==> src/rtl/i2c_slave_engine_if.sv <==
// i2c_slave_engine_if
// Bundles the pad-side and register-side signals of the I2C responder.
//   scl_i, sda_i      : synchronous-domain pad inputs
//   sda_o, sda_oen    : SDA drive value (always 0) and active-low output enable
//   rx_data, rx_valid,
//   rx_first          : written data byte, its strobe, and first-byte qualifier
//   tx_data, tx_rd    : read data byte and its request/consume strobe
//   busy, start_det,
//   stop_det          : bus status and condition strobes
// Modport slave is taken by the engine; modport master by whoever drives the
// pads and serves the register layer.
interface i2c_slave_engine_if;
  logic       scl_i;
  logic       sda_i;
  logic       sda_o;
  logic       sda_oen;
  logic [7:0] rx_data;
  logic       rx_valid;
  logic       rx_first;
  logic [7:0] tx_data;
  logic       tx_rd;
  logic       busy;
  logic       start_det;
  logic       stop_det;

  modport slave (
    input  scl_i, sda_i, tx_data,
    output sda_o, sda_oen, rx_data, rx_valid, rx_first, tx_rd,
           busy, start_det, stop_det
  );

  modport master (
    output scl_i, sda_i, tx_data,
    input  sda_o, sda_oen, rx_data, rx_valid, rx_first, tx_rd,
           busy, start_det, stop_det
  );
endinterface

==> src/rtl/i2c_slave_engine.sv <==
// i2c_slave_engine
// Byte-level I2C target: detects START/STOP, matches a 7-bit address, ACKs,
// hands written bytes to the register layer and fetches read bytes from it.
// No clock stretching; SDA is open-drain emulated (sda_o=0, sda_oen drives).
// Ports:
//   clk    : system clock (>= 10x SCL)
//   rst_n  : asynchronous active-low reset
//   bus    : i2c_slave_engine_if.slave (pads, rx/tx byte handshake, status)
// Parameters:
//   ADDRESS     : 7-bit target address
//   SYNC_STAGES : synchroniser depth on SCL and SDA (>= 2)
// Optional feature macro I2C_SLAVE_GLITCH_FILTER_EN: adds a 3-sample majority
// filter after the synchronisers (rejects <= 1 clk pulses, +2 clk latency).
module i2c_slave_engine #(
  parameter logic [6:0] ADDRESS     = 7'h0F,
  parameter int         SYNC_STAGES = 2
) (
  input logic               clk,
  input logic               rst_n,
  i2c_slave_engine_if.slave bus
);

  typedef enum logic [2:0] {
    IDLE, ADDR, ADDR_ACK, WR_BYTE, WR_ACK, RD_BYTE, RD_ACK, WAIT_STOP
  } state_t;

  // Synchronisers reset to 1 so an idle bus produces no events after reset.
  logic [SYNC_STAGES-1:0] scl_sync, sda_sync;
  logic scl_s, sda_s, scl_d, sda_d;

  always_ff @(posedge clk or negedge rst_n) begin
    if (!rst_n) begin
      scl_sync <= '1;
      sda_sync <= '1;
    end else begin
      scl_sync <= {scl_sync[SYNC_STAGES-2:0], bus.scl_i};
      sda_sync <= {sda_sync[SYNC_STAGES-2:0], bus.sda_i};
    end
  end

`ifdef I2C_SLAVE_GLITCH_FILTER_EN
  logic [2:0] scl_hist, sda_hist;

  always_ff @(posedge clk or negedge rst_n) begin
    if (!rst_n) begin
      scl_hist <= '1;
      sda_hist <= '1;
    end else begin
      scl_hist <= {scl_hist[1:0], scl_sync[SYNC_STAGES-1]};
      sda_hist <= {sda_hist[1:0], sda_sync[SYNC_STAGES-1]};
    end
  end

  assign scl_s = (scl_hist[0] & scl_hist[1]) | (scl_hist[0] & scl_hist[2]) |
                 (scl_hist[1] & scl_hist[2]);
  assign sda_s = (sda_hist[0] & sda_hist[1]) | (sda_hist[0] & sda_hist[2]) |
                 (sda_hist[1] & sda_hist[2]);
`else
  assign scl_s = scl_sync[SYNC_STAGES-1];
  assign sda_s = sda_sync[SYNC_STAGES-1];
`endif

  always_ff @(posedge clk or negedge rst_n) begin
    if (!rst_n) begin
      scl_d <= 1'b1;
      sda_d <= 1'b1;
    end else begin
      scl_d <= scl_s;
      sda_d <= sda_s;
    end
  end

  // START/STOP need SCL high in both samples, so they never coincide with an
  // SCL edge.
  logic scl_r, scl_f, start_ev, stop_ev;
  assign scl_r    =  scl_s & ~scl_d;
  assign scl_f    = ~scl_s &  scl_d;
  assign start_ev =  scl_s &  scl_d &  sda_d & ~sda_s;
  assign stop_ev  =  scl_s &  scl_d & ~sda_d &  sda_s;

  state_t     state, state_n;
  logic [2:0] bit_cnt, cnt_n;
  logic [7:0] shift_q, shift_n, rxd_q, rxd_n;
  logic       full_q, full_n, first_q, first_n, oen_q, oen_n;
  logic       rxv_q, rxv_n, rxf_q, rxf_n, busy_q, busy_n;
  logic       start_q, start_n, stop_q, stop_n, tx_rd_c;

  always_ff @(posedge clk or negedge rst_n) begin
    if (!rst_n) begin
      state   <= IDLE;
      bit_cnt <= '0;
      shift_q <= '0;
      full_q  <= 1'b0;
      first_q <= 1'b0;
      oen_q   <= 1'b1;
      rxd_q   <= '0;
      rxv_q   <= 1'b0;
      rxf_q   <= 1'b0;
      busy_q  <= 1'b0;
      start_q <= 1'b0;
      stop_q  <= 1'b0;
    end else begin
      state   <= state_n;
      bit_cnt <= cnt_n;
      shift_q <= shift_n;
      full_q  <= full_n;
      first_q <= first_n;
      oen_q   <= oen_n;
      rxd_q   <= rxd_n;
      rxv_q   <= rxv_n;
      rxf_q   <= rxf_n;
      busy_q  <= busy_n;
      start_q <= start_n;
      stop_q  <= stop_n;
    end
  end

  // full_q marks that 8 bits have been clocked in, so the next SCL fall is the
  // start of the ACK slot. It also hides the SCL fall that follows a START.
  // tx_rd is a Mealy strobe so tx_data is sampled in the same cycle it is
  // requested and the first bit is on SDA the cycle after the SCL fall.
  always_comb begin
    state_n = state;
    cnt_n   = bit_cnt;
    shift_n = shift_q;
    full_n  = full_q;
    first_n = first_q;
    oen_n   = oen_q;
    rxd_n   = rxd_q;
    rxv_n   = 1'b0;
    rxf_n   = 1'b0;
    busy_n  = busy_q;
    start_n = 1'b0;
    stop_n  = 1'b0;
    tx_rd_c = 1'b0;

    case (state)
      IDLE, WAIT_STOP: oen_n = 1'b1;
      ADDR: begin
        if (scl_r) begin
          shift_n = {shift_q[6:0], sda_s};
          cnt_n   = bit_cnt + 3'd1;
          if (bit_cnt == 3'd7) full_n = 1'b1;
        end else if (scl_f && full_q) begin
          full_n = 1'b0;
          if (shift_q[7:1] == ADDRESS) begin
            oen_n   = 1'b0;
            state_n = ADDR_ACK;
          end else begin
            state_n = WAIT_STOP;
          end
        end
      end
      ADDR_ACK: begin
        if (scl_f) begin
          cnt_n = '0;
          if (!shift_q[0]) begin
            oen_n   = 1'b1;
            state_n = WR_BYTE;
          end else begin
            tx_rd_c = 1'b1;
            shift_n = bus.tx_data;
            oen_n   = bus.tx_data[7];
            state_n = RD_BYTE;
          end
        end
      end
      WR_BYTE: begin
        if (scl_r) begin
          shift_n = {shift_q[6:0], sda_s};
          cnt_n   = bit_cnt + 3'd1;
          if (bit_cnt == 3'd7) begin
            full_n  = 1'b1;
            rxd_n   = {shift_q[6:0], sda_s};
            rxv_n   = 1'b1;
            rxf_n   = first_q;
            first_n = 1'b0;
          end
        end else if (scl_f && full_q) begin
          full_n  = 1'b0;
          oen_n   = 1'b0;
          state_n = WR_ACK;
        end
      end
      WR_ACK: begin
        if (scl_f) begin
          oen_n   = 1'b1;
          state_n = WR_BYTE;
        end
      end
      RD_BYTE: begin
        if (scl_f) begin
          if (bit_cnt == 3'd7) begin
            cnt_n   = '0;
            oen_n   = 1'b1;
            state_n = RD_ACK;
          end else begin
            cnt_n   = bit_cnt + 3'd1;
            shift_n = {shift_q[6:0], 1'b0};
            oen_n   = shift_q[6];
          end
        end
      end
      RD_ACK: begin
        if (scl_r && sda_s) begin
          state_n = WAIT_STOP;
        end else if (scl_f) begin
          tx_rd_c = 1'b1;
          shift_n = bus.tx_data;
          oen_n   = bus.tx_data[7];
          cnt_n   = '0;
          state_n = RD_BYTE;
        end
      end
      default: state_n = IDLE;
    endcase

    if (start_ev) begin
      state_n = ADDR;
      cnt_n   = '0;
      full_n  = 1'b0;
      first_n = 1'b1;
      oen_n   = 1'b1;
      busy_n  = 1'b1;
      start_n = 1'b1;
      tx_rd_c = 1'b0;
      rxv_n   = 1'b0;
      rxf_n   = 1'b0;
    end else if (stop_ev) begin
      state_n = IDLE;
      oen_n   = 1'b1;
      busy_n  = 1'b0;
      stop_n  = 1'b1;
      tx_rd_c = 1'b0;
      rxv_n   = 1'b0;
      rxf_n   = 1'b0;
    end
  end

  assign bus.sda_o     = 1'b0;
  assign bus.sda_oen   = oen_q;
  assign bus.rx_data   = rxd_q;
  assign bus.rx_valid  = rxv_q;
  assign bus.rx_first  = rxf_q;
  assign bus.tx_rd     = tx_rd_c;
  assign bus.busy      = busy_q;
  assign bus.start_det = start_q;
  assign bus.stop_det  = stop_q;

endmodule

==> src/flat_wrapper.sv <==
// flat-port wrapper written by rule: the top's interface ports become plain ports
module i2c_slave_engine_flat 
#(
  parameter logic [6:0] ADDRESS     = 7'h0F,
  parameter int         SYNC_STAGES = 2
)
  (clk, rst_n, bus_scl_i, bus_sda_i, bus_tx_data, bus_sda_o, bus_sda_oen, bus_rx_data, bus_rx_valid, bus_rx_first, bus_tx_rd, bus_busy, bus_start_det, bus_stop_det);
  i2c_slave_engine_if bus_i ();
  input logic clk;
  input logic rst_n;
  input wire logic [$bits(bus_i.scl_i)-1:0] bus_scl_i;
  input wire logic [$bits(bus_i.sda_i)-1:0] bus_sda_i;
  input wire logic [$bits(bus_i.tx_data)-1:0] bus_tx_data;
  output wire logic [$bits(bus_i.sda_o)-1:0] bus_sda_o;
  output wire logic [$bits(bus_i.sda_oen)-1:0] bus_sda_oen;
  output wire logic [$bits(bus_i.rx_data)-1:0] bus_rx_data;
  output wire logic [$bits(bus_i.rx_valid)-1:0] bus_rx_valid;
  output wire logic [$bits(bus_i.rx_first)-1:0] bus_rx_first;
  output wire logic [$bits(bus_i.tx_rd)-1:0] bus_tx_rd;
  output wire logic [$bits(bus_i.busy)-1:0] bus_busy;
  output wire logic [$bits(bus_i.start_det)-1:0] bus_start_det;
  output wire logic [$bits(bus_i.stop_det)-1:0] bus_stop_det;
  assign bus_i.scl_i = bus_scl_i;
  assign bus_i.sda_i = bus_sda_i;
  assign bus_i.tx_data = bus_tx_data;
  assign bus_sda_o = bus_i.sda_o;
  assign bus_sda_oen = bus_i.sda_oen;
  assign bus_rx_data = bus_i.rx_data;
  assign bus_rx_valid = bus_i.rx_valid;
  assign bus_rx_first = bus_i.rx_first;
  assign bus_tx_rd = bus_i.tx_rd;
  assign bus_busy = bus_i.busy;
  assign bus_start_det = bus_i.start_det;
  assign bus_stop_det = bus_i.stop_det;
  i2c_slave_engine #(.ADDRESS(ADDRESS), .SYNC_STAGES(SYNC_STAGES)) u_core (.clk(clk), .rst_n(rst_n), .bus(bus_i));
endmodule
==> config.mk <==
export PLATFORM = sky130hd
export DESIGN_NAME = i2c_slave_engine_flat
export DESIGN_NICKNAME = d
export VERILOG_FILES = /design/src/rtl/i2c_slave_engine_if.sv /design/src/rtl/i2c_slave_engine.sv /design/src/flat_wrapper.sv
export SDC_FILE = /design/constraint.sdc
export NUM_CORES = 1
export LEC_CHECK = 0
export CAP_MARGIN = 20
export CORE_ASPECT_RATIO = 1.2
export CORE_MARGIN = 5
export CORE_UTILIZATION = 50
export CTS_BUF_LIST = sky130_fd_sc_hd__clkbuf_8
export CTS_CLUSTER_SIZE = 10
export DETAILED_ROUTE_END_ITERATION = 10
export HOLD_SLACK_MARGIN = 0.12
export PLACE_DENSITY = 0.8
export SYNTH_ARGS = -nofsm -noshare
export SYNTH_HDL_FRONTEND = slang
export SYNTH_SLANG_ARGS = --single-unit
==> constraint.sdc <==
create_clock -name clk -period 2.3 [get_ports clk]
set_clock_uncertainty 0.15 [all_clocks]
set_input_delay 0.345 -clock clk [delete_from_list [all_inputs] [get_ports clk]]
set_output_delay 0.345 -clock clk [all_outputs]
set_load 0.02 [all_outputs]
==> impl_metrics.yaml, run 1 <==
placement:
  port_buffers: 26
  dp_cells: 226
  dp_hpwl_um: 2780
  place_ws_ns: 0.0278
  place.gp.congestion: 0.921
critical_path:
  cp.required_ns: 2.33
  cp_max_fo: 7
  cp_common_cell: "ha_1"
  crit_path_start_kind: "register"
  cp_data_arrival_time_ns: 2.24
  crit_slowest_cell: "dfrtp_1"
  end_kind: "register"
  path_delay_family: "compound AO/OA/AOI/OAI gates"
  crit_chain: "ha_1, ha_1, o32ai_2, a21boi_2, a21oi_4, buf_12, mux2_4"
  crit_type: "register to register"
  critPathMaxStageDelay_ns: 0.41
  critPathBufInv: 1
synth:
  synthAdderAreaFrac: 0.0205
  synth_edf_count: 0
  synth-main-ff-cell: "dfrtp_1"
  yosysUniqueCellTypes: 50
  yosys.area_share.simple: 0.156
  synth_top_family_by_area: "compound AO/OA/AOI/OAI gates"
  synth-xor-area-share: 0
  muxShareOfSynthArea: 0.130
  syn_area_per_cell_um2: 11.1
  synthesis.instances: 164
  synth_fp_nets: 179
  synth_compound_area_frac: 0.157
  yosys_register_bits: 36
  netlist_area_um2: 1830
  async_flop_share: 1.00
  ys.warnings.count: 0
  ys_seq_area_frac: 0.498
timing:
  min_period_ns: 2.22
  finalHoldViolCount: 0
  worst_pin_slew_ns: 0.569
  setup_viol: 0
  fin_ws_ns: 0.0831
  slew_violations: 0
  setup_tns_ns: 0
  fin_crit_sh: 0.964
  slew_headroom: 0.620
  max_freq_mhz: 451
power:
  p_int_uw: 1500
  vdd_ir_drop_max_mv: 0.473
  power_uw: 2380
  switching_share: 0.367
  power_density_nw_per_um2: 1060
  p_leak_uw: 0.00101
  pwr-share-seq: 0.386
  p_clk_frac: 0.173
  pwr-share-comb: 0.441
  switching_power_uw: 874
clock_network:
  clk_latency_ns: 0.29
  cts_hold_buf: 0
  root_buffer: "clkbuf_8"
  clk_pin_slew_ns: 0.07
  cts_tree: "yes"
  numCtsBuffers: 5
  clk_path_buf_depth: 2
  htree_levels: 2
  cts_sinks: 36
global_route:
  grt_pass1_wl_um: 6520
  grt_pass1_vias: 1402
  antenna_found_initial: 0
  grt_start_max_net_pins: 37
  grt_usage: 0.170
  grt_overflow_total: 0
layout:
  final_common_cell: "dfrtp_1"
  num_antenna_cells: 0
  stdcell_count: 235
  final_util: 0.629
  final_cell_mix: "29 x dfrtp_1, 25 x clkdlybuf4s50_1, 12 x nor2_1, 10 x nand2_1, 9 x mux2_2"
  drive_above_1_share: 0.224
  fin_nets: 210
  syn_to_final_growth_pct: 23.0
routing:
  avgViaCountPerCell: 5.81
  wl_per_cell_um: 16.3
  drt-total-wl_um: 3840
  drt_first_pass_iters: 7
  remaining_drc_errors: 0
  via_count: 1366
  drt_iter0_markers: 40
  postRouteAntennaNets: 0
floorplanning:
  row_count: 24
  num_io_pins: 28
  core_um2: 3570
  die_area_um2: 4970
  die_y_um: 76.2
  die_width_um: 65.2
  initial_core_util: 0.512
job:
  cap_violations: 0
worst_hold_path:
  hp-class: "register to register"
status:
  status: "completed"
cells by family (layout without fill, tap and decap cells):
| logic type | after synthesis | count (layout) |
|---|---|---|
| AO/OA/AOI/OAI | 39 | 39 |
| buffers and inverters | 14 | 46 |
| multiplexers | 19 | 19 |
| AND/OR/NAND/NOR | 52 | 52 |
| other | 1 | 1 |
| adder cells (fa/ha/maj) | 3 | 3 |
| flip-flops | 36 | 36 |
sequential cells by signal, indices dropped and copies added, names as in the netlist, 2 cells and up:
signal              count
u_core.bus.rx_data      8
u_core.shift_q          8
u_core.bit_cnt          3
u_core.state            3
u_core.scl_sync         2
u_core.sda_sync         2
per-layer routing:
metal | up-vias | GRT usage | share of wire
met4 | 0 | 0.0809 | 0.026
li1 | 646 | - | -
met3 | 11 | 0.0413 | 0.036
met2 | 33 | 0.265 | 0.51
met5 | - | 0 | 0
met1 | 676 | 0.218 | 0.43
Yosys cell counts (all sizes together) (2+ instances only):
master / n / area share
nor2b: 3 / 0.010
buf: 5 / 0.018
nand2b: 7 / 0.024
nand2: 10 / 0.021
dfrtp: 29 / 0.40
inv: 5 / 0.010
o22ai: 3 / 0.010
mux2: 17 / 0.12
dfstp: 7 / 0.10
a22o: 6 / 0.029
or3: 2 / 0.0068
nor3: 2 / 0.0055
mux2i: 2 / 0.011
o21ai: 9 / 0.025
a31oi: 4 / 0.022
o31ai: 2 / 0.0082
or2: 2 / 0.0068
a21oi: 7 / 0.025
nand3: 3 / 0.0082
nor2: 13 / 0.031
ha: 3 / 0.021
nand3b: 2 / 0.0082
clkbuf: 4 / 0.0082
worst paths after layout:
path	startpoint	to	slack [ns]	depth (start not counted)
max reg2reg	u_core.bit_cnt[0]$_DFFE_PN0P_	u_core.shift_q[7]$_DFFE_PN0P_	0.08	7
max in group asynchronous	rst_n	u_core.bus.sda_oen$_DFFE_PN1P_	1.34	2
max	u_core.bit_cnt[0]$_DFFE_PN0P_	u_core.shift_q[7]$_DFFE_PN0P_	0.08	7
min	u_core.sda_sync[0]$_DFF_PN1_	u_core.sda_sync[1]$_DFF_PN1_	0.21	0
min reg2reg	u_core.sda_sync[0]$_DFF_PN1_	u_core.sda_sync[1]$_DFF_PN1_	0.21	0
min in group asynchronous	rst_n	u_core.bus.rx_first$_DFF_PN0_	0.31	2
cell type report:
| type | instances | area [um2] |
|---|---|---|
| fill | 279 | 1330 |
| sequential | 36 | 910 |
| multi-input combinational | 114 | 866 |
| timing repair buffer | 33 | 324 |
| clock buffer | 5 | 68.8 |
| tap | 39 | 48.8 |
| inverter | 5 | 18.8 |
| clock inverter | 3 | 12.5 |
worst register-to-register path, delay by kind of cell (launching register included):
| family | cells | cell delay [ns] |
|---|---|---|
| buf+inv | 1 | 0.15 |
| compound gates | 3 | 0.61 |
| mux | 1 | 0.29 |
| flops | 1 | 0.41 |
| fa+ha+maj | 2 | 0.50 |
stage by stage:
step	hold WS, ns	area, um2
3_5_place_dp	0.197	2130
5_1_grt	0.209	2250
6_report	0.207	2250
4_1_cts	0.207	2220
3_3_place_gp	0.196	2130
2_1_floorplan	-0.101	1830
what timing repair did:
action,CTS,global route
setup buffers,0,1
gates resized for setup,2,2
setup endpoints to repair,1,7
gates cloned,0,0
power groups by stage:
stage                     Clock (uW)  Sequential, uW  Combinational [uW]
after floorplan                    0             881                 800
after global routing             448             944                1140
final                            411             918                1050
after CTS                        422             916                1000
after global placement             0             915                 966
after detailed placement           0             924                 998
Note: power is estimated with default switching activity, not from simulation.
==> run 2: changes to the inputs <==
- MAX_ROUTING_LAYER: not set -> met4
==> results of run 2 <==
Same layout as run 1: the final DEF is identical, and so are final timing and power.
Among the figures that moved: final weighted congestion in routability-driven placement 0.921 -> 0.937; overall routing resource usage 0.170 -> 0.174
==> run 3: changes to the inputs <==
- CORE_UTILIZATION: 50 -> 45
- PLACE_DENSITY: 0.8 -> 0.74
==> run 3 against run 2 <==
Against the previous run:
- sequential cell count unchanged
- worst hold slack better by 0.0035 ns
- worst setup slack improved by 0.023 ns
- clock power up 9.2%
- largest cell class unchanged
- highest routed layer unchanged
==> impl_metrics.yaml, run 3 (synthesis results as in run 1) <==
routing:
  drt-total-wl_um: 3800
  drt_iter0_markers: 61
  remaining_drc_errors: 0
  via_count: 1341
  postRouteAntennaNets: 0
  drt_first_pass_iters: 4
  avgViaCountPerCell: 5.39
  wl_per_cell_um: 15.3
critical_path:
  cp_max_fo: 7
  crit_chain: "ha_1, ha_1, o32ai_1, a21boi_1, a21oi_4, buf_12, mux2_4"
  path_delay_family: "compound AO/OA/AOI/OAI gates"
  end_kind: "register"
  crit_type: "register to register"
  critPathMaxStageDelay_ns: 0.40
  crit_path_start_kind: "register"
  critPathBufInv: 1
  cp_data_arrival_time_ns: 2.21
  cp_common_cell: "ha_1"
  crit_slowest_cell: "dfrtp_1"
  cp.required_ns: 2.32
timing:
  holdWs_ns: 0.210
  fin_crit_sh: 0.954
  setup_tns_ns: 0
  max_freq_mhz: 456
  slew_violations: 0
  setup_viol: 0
  finalHoldViolCount: 0
  worst_pin_slew_ns: 0.547
  slew_headroom: 0.635
  rsz0062_at_grt: "false"
  min_period_ns: 2.19
layout:
  drive_above_1_share: 0.226
  num_antenna_cells: 0
  final_common_cell: "dfrtp_1"
  syn_to_final_growth_pct: 23.4
  fill_cells: 337
  final_cell_mix: "29 x dfrtp_1, 25 x clkdlybuf4s50_1, 12 x nor2_1, 10 x nand2_1, 9 x mux2_2"
  fin_nets: 209
clock_network:
  clk_pin_slew_ns: 0.07
  root_buffer: "clkbuf_8"
  clk_latency_ns: 0.28
  cts_hold_buf: 0
  htree_levels: 2
  numCtsBuffers: 5
  cts_tree: "yes"
  cts_sinks: 36
  clk_path_buf_depth: 2
floorplanning:
  die_area_um2: 5440
  row_count: 25
  core_um2: 3940
  num_io_pins: 28
  die_width_um: 68.2
  die_y_um: 79.8
  initial_core_util: 0.464
global_route:
  grt_overflow_total: 0
  grt_pass1_wl_um: 6520
  grt_start_max_net_pins: 35
  grt_pass1_vias: 1337
  grt_usage: 0.165
  antenna_found_initial: 0
power:
  p_int_uw: 1520
  switching_power_uw: 857
  pwr-share-seq: 0.388
  power_density_nw_per_um2: 1060
  p_leak_uw: 0.00100
  pwr-share-comb: 0.424
  vdd_ir_drop_max_mv: 0.411
  p_clk_frac: 0.189
  switching_share: 0.360
status:
  status: "completed"
placement:
  dp_hpwl_um: 2870
  place.gp.congestion: 0.936
  port_buffers: 26
job:
  cap_violations: 0
worst_hold_path:
  hp-class: "register to register"
## run 3: timing repair
action	in CTS	in global routing
buffers inserted	0	1
endpoints found under the hold margin	0	0
endpoints found under the setup margin	1	8
pin swaps	0	0
gates cloned	0	0
gates resized for setup	2	2
## run 3: routing by layer
metal	track usage	share of wire	up-vias	wire, um
met1	0.205	0.42	659	1610
met5	-	0	-	0
met3	0.0268	0.031	5	118
met2	0.256	0.52	24	1990
met4	0.0875	0.023	0	87
li1	-	-	653	-
## run 3: path summary, 6_finish.rpt
| path | slack (ns) | endpoint | startpoint | cells past startpoint |
|---|---|---|---|---|
| worst min register to register | 0.21 | u_core.scl_sync[1]$_DFF_PN1_ | u_core.scl_sync[0]$_DFF_PN1_ | 0 |
| min in group asynchronous | 0.28 | u_core.sda_sync[0]$_DFF_PN1_ | rst_n | 1 |
| worst min-delay path | 0.21 | u_core.scl_sync[1]$_DFF_PN1_ | u_core.scl_sync[0]$_DFF_PN1_ | 0 |
| max in group asynchronous | 1.26 | u_core.bus.sda_oen$_DFFE_PN1P_ | rst_n | 2 |
| worst max-delay path | 0.11 | u_core.shift_q[6]$_DFFE_PN0P_ | u_core.bit_cnt[0]$_DFFE_PN0P_ | 7 |
| worst max register to register | 0.11 | u_core.shift_q[6]$_DFFE_PN0P_ | u_core.bit_cnt[0]$_DFFE_PN0P_ | 7 |
## run 3: metrics by stage
stage	util	cells	area (um2)	setup slack (ns)	total power [uW]
2_1_floorplan	-	164	1830	0.205	1680
3_3_place_gp	0.544	240	2150	0.126	1870
3_5_place_dp	0.544	240	2150	0.0556	1910
4_1_cts	0.568	248	2240	0.0418	2370
5_1_grt	0.572	249	2260	0.0221	2550
6_report	0.572	249	2260	0.106	2380
## run 3: final cells by class
cell class / count / area [um2] / share of cell area
Sequential cell: 36 / 910 / 0.403
Multi-Input combinational cell: 114 / 855 / 0.379
Timing Repair Buffer: 32 / 313 / 0.139
Clock buffer: 6 / 82.6 / 0.0366
Tap cell: 54 / 67.6 / 0.0300
Inverter: 5 / 18.8 / 0.00832
Clock inverter: 2 / 10.0 / 0.00444
## run 3: power groups by stage
stage / combinational [uW] / clock (uW) / sequential (uW)
6_report: 1010 / 449 / 923
3_5_place_dp: 977 / 0 / 933
5_1_grt: 1110 / 496 / 945
3_3_place_gp: 951 / 0 / 921
2_1_floorplan: 800 / 0 / 881
4_1_cts: 980 / 468 / 920
